<file path="src/rtl/uart_pkg.sv">
// -----------------------------------------------------------------------------
// uart_pkg
// Shared definitions for the debug-link UART receive path:
//   - rx_state_e : receiver FSM state encodings
//   - DEF_*      : default frame / baud / FIFO constants (100 MHz, 19200 baud)
//   - CMD_*      : debug command byte values understood by the debug FSM parser
// -----------------------------------------------------------------------------
package uart_pkg;

    typedef enum logic [1:0] {
        RX_IDLE  = 2'd0,
        RX_START = 2'd1,
        RX_DATA  = 2'd2,
        RX_STOP  = 2'd3
    } rx_state_e;

    localparam int DEF_DBIT     = 8;
    localparam int DEF_SB_TICK  = 16;
    localparam int DEF_DVSR     = 326;   // 100 MHz / (19200 * 16)
    localparam int DEF_DVSR_BIT = 9;
    localparam int DEF_FIFO_W   = 5;

    // Debug command bytes seen by the command/program-load parser.
    localparam logic [7:0] CMD_NOP  = 8'h00;
    localparam logic [7:0] CMD_PING = 8'h01;
    localparam logic [7:0] CMD_HALT = 8'h02;
    localparam logic [7:0] CMD_RUN  = 8'h03;
    localparam logic [7:0] CMD_LOAD = 8'h04;

endpackage

</file>
<file path="src/rtl/uart_rx_path_fifo_fwft.sv">
// -----------------------------------------------------------------------------
// fifo_fwft
// First-word-fall-through byte FIFO, 2^FIFO_W entries.
// Ports:
//   clk, reset     : clock, synchronous active-high reset
//   push, w_data   : write w_data at the tail (caller guarantees room or a
//                    same-cycle pop)
//   pop            : drop the head (caller guarantees not empty)
//   r_data         : head entry, combinational; 0 while empty
//   empty, full    : occupancy flags
//   count          : occupancy 0..2^FIFO_W
// -----------------------------------------------------------------------------
module fifo_fwft #(
    parameter int DBIT   = 8,
    parameter int FIFO_W = 5
) (
    input  logic              clk,
    input  logic              reset,
    input  logic              push,
    input  logic              pop,
    input  logic [DBIT-1:0]   w_data,
    output logic [DBIT-1:0]   r_data,
    output logic              empty,
    output logic              full,
    output logic [FIFO_W:0]   count
);

    localparam int DEPTH = 1 << FIFO_W;

    logic [DBIT-1:0]   mem [DEPTH];
    logic [FIFO_W-1:0] wr_ptr;
    logic [FIFO_W-1:0] rd_ptr;

    // Storage carries no reset; the pointers and count define what is valid.
    always_ff @(posedge clk) begin
        if (push) mem[wr_ptr] <= w_data;
    end

    always_ff @(posedge clk) begin
        if (reset) begin
            wr_ptr <= '0;
            rd_ptr <= '0;
            count  <= '0;
        end else begin
            if (push) wr_ptr <= wr_ptr + FIFO_W'(1);
            if (pop)  rd_ptr <= rd_ptr + FIFO_W'(1);
            case ({push, pop})
                2'b10:   count <= count + (FIFO_W+1)'(1);
                2'b01:   count <= count - (FIFO_W+1)'(1);
                default: count <= count;   // idle, or push+pop cancel
            endcase
        end
    end

    assign empty  = (count == '0);
    assign full   = (count == (FIFO_W+1)'(DEPTH));
    // Masked while empty so the head reads 0 out of reset.
    assign r_data = empty ? '0 : mem[rd_ptr];

endmodule

</file>
<file path="src/rtl/uart_rx_path.sv">
// -----------------------------------------------------------------------------
// uart_rx_path
// Receive half of the debug link: baud tick generator, 2-FF synchronizer,
// 16x-oversampling 8N1 receiver and FWFT byte FIFO.
// Ports:
//   i_clk, i_reset : clock, synchronous active-high reset
//   i_rx           : asynchronous serial line, idle high
//   i_rd_uart      : pop request (ignored when empty)
//   o_r_data       : FIFO head, valid while o_rx_empty=0
//   o_rx_empty/full/count : FIFO status
//   o_frame_err    : one-cycle pulse, stop bit sampled low
//   o_overrun      : sticky, byte dropped because FIFO was full
// -----------------------------------------------------------------------------
module uart_rx_path
    import uart_pkg::*;
#(
    parameter int DBIT     = DEF_DBIT,
    parameter int SB_TICK  = DEF_SB_TICK,
    parameter int DVSR     = DEF_DVSR,
    parameter int DVSR_BIT = DEF_DVSR_BIT,
    parameter int FIFO_W   = DEF_FIFO_W
) (
    input  logic              i_clk,
    input  logic              i_reset,
    input  logic              i_rx,
    input  logic              i_rd_uart,
    output logic [DBIT-1:0]   o_r_data,
    output logic              o_rx_empty,
    output logic              o_rx_full,
    output logic [FIFO_W:0]   o_rx_count,
    output logic              o_frame_err,
    output logic              o_overrun
);

    localparam int NW = (DBIT > 1) ? $clog2(DBIT) : 1;

    // ---------------- baud tick ----------------
    logic [DVSR_BIT-1:0] baud_cnt;
    logic                tick;

    assign tick = (baud_cnt == DVSR_BIT'(DVSR - 1));

    always_ff @(posedge i_clk) begin
        if (i_reset || tick) baud_cnt <= '0;
        else                 baud_cnt <= baud_cnt + DVSR_BIT'(1);
    end

    // ---------------- input path ----------------
    logic       rx_meta, rx_s, rx_prev;
    logic [1:0] sync_vld;
    logic       armed;
    logic       fall;

    // The synchronizer resets to 1, so a line held low across reset would
    // look like a falling edge once the real level shifts in. sync_vld marks
    // when rx_s carries the real line; 'armed' then waits for a genuine high
    // level before any falling edge may open a frame.
    always_ff @(posedge i_clk) begin
        if (i_reset) begin
            rx_meta  <= 1'b1;
            rx_s     <= 1'b1;
            rx_prev  <= 1'b1;
            sync_vld <= '0;
            armed    <= 1'b0;
        end else begin
            rx_meta  <= i_rx;
            rx_s     <= rx_meta;
            rx_prev  <= rx_s;
            sync_vld <= {sync_vld[0], 1'b1};
            if (sync_vld[1] && rx_s) armed <= 1'b1;
        end
    end

    assign fall = armed & rx_prev & ~rx_s;

    // ---------------- receiver FSM ----------------
    rx_state_e       state_q, state_d;
    logic [3:0]      s_q, s_d;
    logic [NW-1:0]   n_q, n_d;
    logic [DBIT-1:0] b_q, b_d;
    logic            done;
    logic            ferr_d;

    always_ff @(posedge i_clk) begin
        if (i_reset) begin
            state_q     <= RX_IDLE;
            s_q         <= '0;
            n_q         <= '0;
            b_q         <= '0;
            o_frame_err <= 1'b0;
        end else begin
            state_q     <= state_d;
            s_q         <= s_d;
            n_q         <= n_d;
            b_q         <= b_d;
            o_frame_err <= ferr_d;
        end
    end

    always_comb begin
        state_d = state_q;
        s_d     = s_q;
        n_d     = n_q;
        b_d     = b_q;
        done    = 1'b0;
        ferr_d  = 1'b0;
        case (state_q)
            RX_IDLE: begin
                if (fall) begin
                    state_d = RX_START;
                    s_d     = '0;
                end
            end
            RX_START: begin
                if (tick) begin
                    if (s_q == 4'd7) begin
                        // Mid start bit: still low means a real frame.
                        if (!rx_s) begin
                            state_d = RX_DATA;
                            s_d     = '0;
                            n_d     = '0;
                        end else begin
                            state_d = RX_IDLE;
                        end
                    end else begin
                        s_d = s_q + 4'd1;
                    end
                end
            end
            RX_DATA: begin
                if (tick) begin
                    if (s_q == 4'd15) begin
                        s_d = '0;
                        b_d = {rx_s, b_q[DBIT-1:1]};   // LSB first
                        if (n_q == NW'(DBIT - 1)) state_d = RX_STOP;
                        else                      n_d = n_q + NW'(1);
                    end else begin
                        s_d = s_q + 4'd1;
                    end
                end
            end
            RX_STOP: begin
                if (tick) begin
                    if (s_q == 4'(SB_TICK - 1)) begin
                        state_d = RX_IDLE;
                        if (rx_s) done   = 1'b1;
                        else      ferr_d = 1'b1;
                    end else begin
                        s_d = s_q + 4'd1;
                    end
                end
            end
            default: state_d = RX_IDLE;
        endcase
    end

    // ---------------- FIFO ----------------
    logic pop, push;

    assign pop  = i_rd_uart & ~o_rx_empty;
    // A full FIFO still accepts when the head leaves on the same edge.
    assign push = done & (~o_rx_full | pop);

    always_ff @(posedge i_clk) begin
        if (i_reset)                       o_overrun <= 1'b0;
        else if (done && o_rx_full && !pop) o_overrun <= 1'b1;
    end

    fifo_fwft #(
        .DBIT   (DBIT),
        .FIFO_W (FIFO_W)
    ) u_fifo (
        .clk    (i_clk),
        .reset  (i_reset),
        .push   (push),
        .pop    (pop),
        .w_data (b_q),
        .r_data (o_r_data),
        .empty  (o_rx_empty),
        .full   (o_rx_full),
        .count  (o_rx_count)
    );

endmodule
</file>
<file path="config.mk">
export PLATFORM = sky130hd
export DESIGN_NAME = uart_rx_path
export DESIGN_NICKNAME = d
export VERILOG_FILES = /design/src/rtl/uart_pkg.sv /design/src/rtl/uart_rx_path_fifo_fwft.sv /design/src/rtl/uart_rx_path.sv
export SDC_FILE = /design/constraint.sdc
export NUM_CORES = 1
export LEC_CHECK = 0
export ABC_AREA = 1
export CELL_PAD_IN_SITES_DETAIL_PLACEMENT = 1
export CELL_PAD_IN_SITES_GLOBAL_PLACEMENT = 2
export CORE_AREA = 2 2 175 177
export CTS_CLUSTER_DIAMETER = 120
export DETAILED_ROUTE_END_ITERATION = 16
export DIE_AREA = 0 0 177 179
export PLACE_DENSITY = 0.91
export SLEW_MARGIN = 10
export SYNTH_ARGS = -nofsm -noshare
export SYNTH_HDL_FRONTEND = slang
export SYNTH_HIERARCHICAL = 1
export SYNTH_SLANG_ARGS = --single-unit
</file>
<file path="constraint.sdc">
create_clock -name i_clk -period 5.5 [get_ports i_clk]
set_input_delay 1.375 -clock i_clk [delete_from_list [all_inputs] [get_ports i_clk]]
set_output_delay 1.375 -clock i_clk [all_outputs]
set_load 0.02 [all_outputs]
</file>
==> flow_summary_export.csv <==
group,metric,value,unit
worst_hold_path,hp-start,"rx_meta",
routing,firstDrtPassIters,5,
grt,grt-ovfl-total,0,
pwr,power.leakage,5.40,nW
setup_path,rrSetupSlack,1.24,ns
pwr,finalPower,6.02,mW
floorplan,die_area,31700,sq um
logic_synthesis,synth_nets,1289,
grt,antenna_found_initial,0,
final_layout,layout.cells.non_filler,1696,
grt,grt_first_pass_wirelength,52.0,mm
sta,fin_crit,4.66,ns
final_layout,drive_gt1_frac,0.0569,
setup_path,r2r_end,"u_fifo/mem[31][2]",
worst_hold_path,min_to,"rx_s",
floorplan,rows,64,
flow_run,cap_viol_max_count,0,
floorplan,floorplan.initialDensity,0.439,
setup_path,crit_type,"flip-flop to output port",
routing,drt_iter0_drc,621,
logic_synthesis,netlist_instances,1272,
setup_path,rr_startpoint,"u_fifo/count[2]",
routing,ant_nets,0,
clock_network,clock_sinks,311,
sta,clock_skew,0.0150,ns
clock_network,insertion_delay,0.55,ns
setup_path,worst_ep_arrival_time,3.28,ns
routing,vias,9064,
final_layout,final_nets,1293,
logic_synthesis,ys_types,37,
routing,wl,33.1,mm
floorplan,ios,22,
final_layout,diodes,0,
floorplan,dieWidth,177,um
place,gp_congestion,0.788,
sta,fmax,215,MHz
setup_path,critPathCaptureType,"output port",
sta,maxSlewHeadroom,0.349,
clock_network,htreeDepth,1,
place,placed_cells,1639,
clock_network,post_cts_buffers,0,
sta,rsz0062_at_grt,"no",
logic_synthesis,syn_avg_cell_area,10.4,sq um
worst_hold_path,whs_path_depth,1,
clock_network,hold_buffers,0,
sta,setup-violations-final,0,
setup_path,worstPathMaxFanout,51,
clock_network,clockBufferDepth,3,
floorplan,core_area,30000,sq um
clock_network,cts-resized-gates,0,
pwr,power.density,414,nW/um^2
final_layout,syn_to_final_growth,10.2,%
place,place_hpwl,20.8,mm
grt,grtUsageTotal,0.215,
sta,worst_slew_pin_slew,0.976,ns
routing,via_per_inst,5.34,
logic_synthesis,seq_area_frac_synth,0.667,
logic_synthesis,ys_ff_latch,311,
sta,tns,0,ns
outcome,status,"finished, final reports clean",
pwr,peakVddDrop,0.309,mV
routing,wl_per_cell,19.5,um
grt,grt_max_degree,81,
clock_network,path_clk_slew,0.06,ns
routing,drc,0,
setup_path,r2r_cells,10,
sta,slew_violations,0,
logic_synthesis,ys_warn_count,6,
floorplan,die_h,179,um
clock_network,clk_root_buffer_cell,"clkbuf_16",
sta,hold_viol_final,0,
grt,grt_pass1_vias,9348,
place,port_buffers,21,
sta,fin_crit_sh,0.847,
worst_hold_path,hp-class,"flip-flop to flip-flop",
setup_path,critical_path.startpoint_type,"flip-flop",
clock_network,numCtsBuffers,31,
setup_path,cp_data_required_time,4.12,ns
logic_synthesis,syn_area,13200,sq um
clock_network,cts_tree,"yes",
[worst max-delay path, stage by stage (launching register included)]
cell	delay [ns]
dfxtp_4	0.52
clkinv_2	0.14
buf_4	0.43
nand2_1	0.11
nand3_1	0.13
nand3_1	0.13
nand2_1	0.12
nand2_1	0.09
nand3_1	0.10
nand2_1	0.10
nor2_1	0.18
clkdlybuf4s50_1	0.65
[worst max path at each step]
| stage | slack (ns) | start | end |
|---|---|---|---|
| final | 0.84 | flip-flop | o_r_data[3] |
| after global routing | 0.65 | flip-flop | o_r_data[3] |
| after CTS | 0.86 | flip-flop | o_r_data[2] |
| after detailed placement | 0.54 | i_rd_uart | u_fifo/mem[31][4] |
| after global placement | 0.81 | i_rd_uart | u_fifo/mem[31][4] |
| after floorplan | 1.71 | i_rd_uart | u_fifo/count[4] |
[flip-flops by register name, indices dropped and copies added (netlist names), named ones only]
signal,flops
u_fifo/rd_ptr,5
u_fifo/mem,256
o_frame_err,1
u_fifo/wr_ptr,5
o_overrun,1
b_q,8
s_q,4
u_fifo/count,6
rx_prev,1
n_q,3
baud_cnt,9
rx_s,1
rx_meta,1
armed,1
state_q,1
sync_vld,2
[placed cells by master (no fill, tap or decap), drive strengths merged, types with 2 or more instances in the layout]
cell type,count
nor3,8
nand2,404
dfxtp,55
nand3,216
clkinv,9
buf,9
xnor2,4
edfxtp,256
nor4,2
nor3b,2
ha,13
o21ai,20
a31oi,2
or2,2
nor2,112
xor2,4
clkbuf,50
a21oi,40
clkdlybuf4s50,21
o211ai,5
inv,61
[synthesized netlist by cell type (all sizes together)]
cell type	instances	share of area
nand2	404	0.12
edfxtp	256	0.58
nand3	216	0.083
nor2	112	0.034
inv	62	0.018
dfxtp	55	0.084
buf	48	0.026
a21oi	40	0.015
o21ai	20	0.0076
ha	13	0.012
clkbuf	11	0.0031
nor3	8	0.0030
o211ai	5	0.0028
xnor2	4	0.0027
xor2	4	0.0027
a31oi	2	0.00095
clkinv	2	0.00057
nor3b	2	0.0011
nor4	2	0.00095
or2	2	0.00095
nand4	1	0.00047
o21a	1	0.00057
o21bai	1	0.00057
o22ai	1	0.00047
[routing by layer]
layer | GRT usage | part of all wire | vias to the layer above
met5 | 0 | 0 | -
met4 | 0.0634 | 0.024 | 0
met3 | 0.0297 | 0.048 | 57
met2 | 0.367 | 0.48 | 200
met1 | 0.286 | 0.44 | 4478
li1 | - | - | 4329
[where the power goes]
part	leakage, nW	total, mW	internal [mW]	switching [mW]
clock network	0.436	1.91	1.08	0.831
registers	2.82	2.64	2.55	0.0844
logic	2.14	1.47	0.479	0.990
total	5.40	6.02	4.11	1.90
[logic make-up after synthesis]
logic type | synth area share
AND/OR/NAND/NOR | 0.240
adder cells (fa/ha/maj) | 0.0123
XOR/XNOR | 0.00531
flip-flops | 0.667
AO/OA/AOI/OAI | 0.0285
buffers and inverters | 0.0474
[through the flow]
step / cell area (sq um) / setup slack (ns) / utilization / hold WS, ns
floorplan: 13200 / 1.71 / - / 0.388
finish: 14500 / 0.842 / 0.484 / 0.408
global route: 14500 / 0.650 / 0.484 / 0.431
global placement: 13600 / 0.805 / 0.453 / 0.391
CTS: 14500 / 0.858 / 0.484 / 0.410
detailed placement: 13600 / 0.541 / 0.453 / 0.396
[area by class of cell]
| class | instances | area [sq um] |
|---|---|---|
| clock buffer | 50 | 878 |
| clock inverter | 7 | 32.5 |
| fill | 3308 | 15500 |
| inverter | 64 | 244 |
| multi-input combinational | 838 | 3770 |
| sequential | 311 | 8800 |
| tap | 396 | 495 |
| timing repair buffer | 30 | 303 |
No activity file was read; power rests on OpenSTA's default activity.
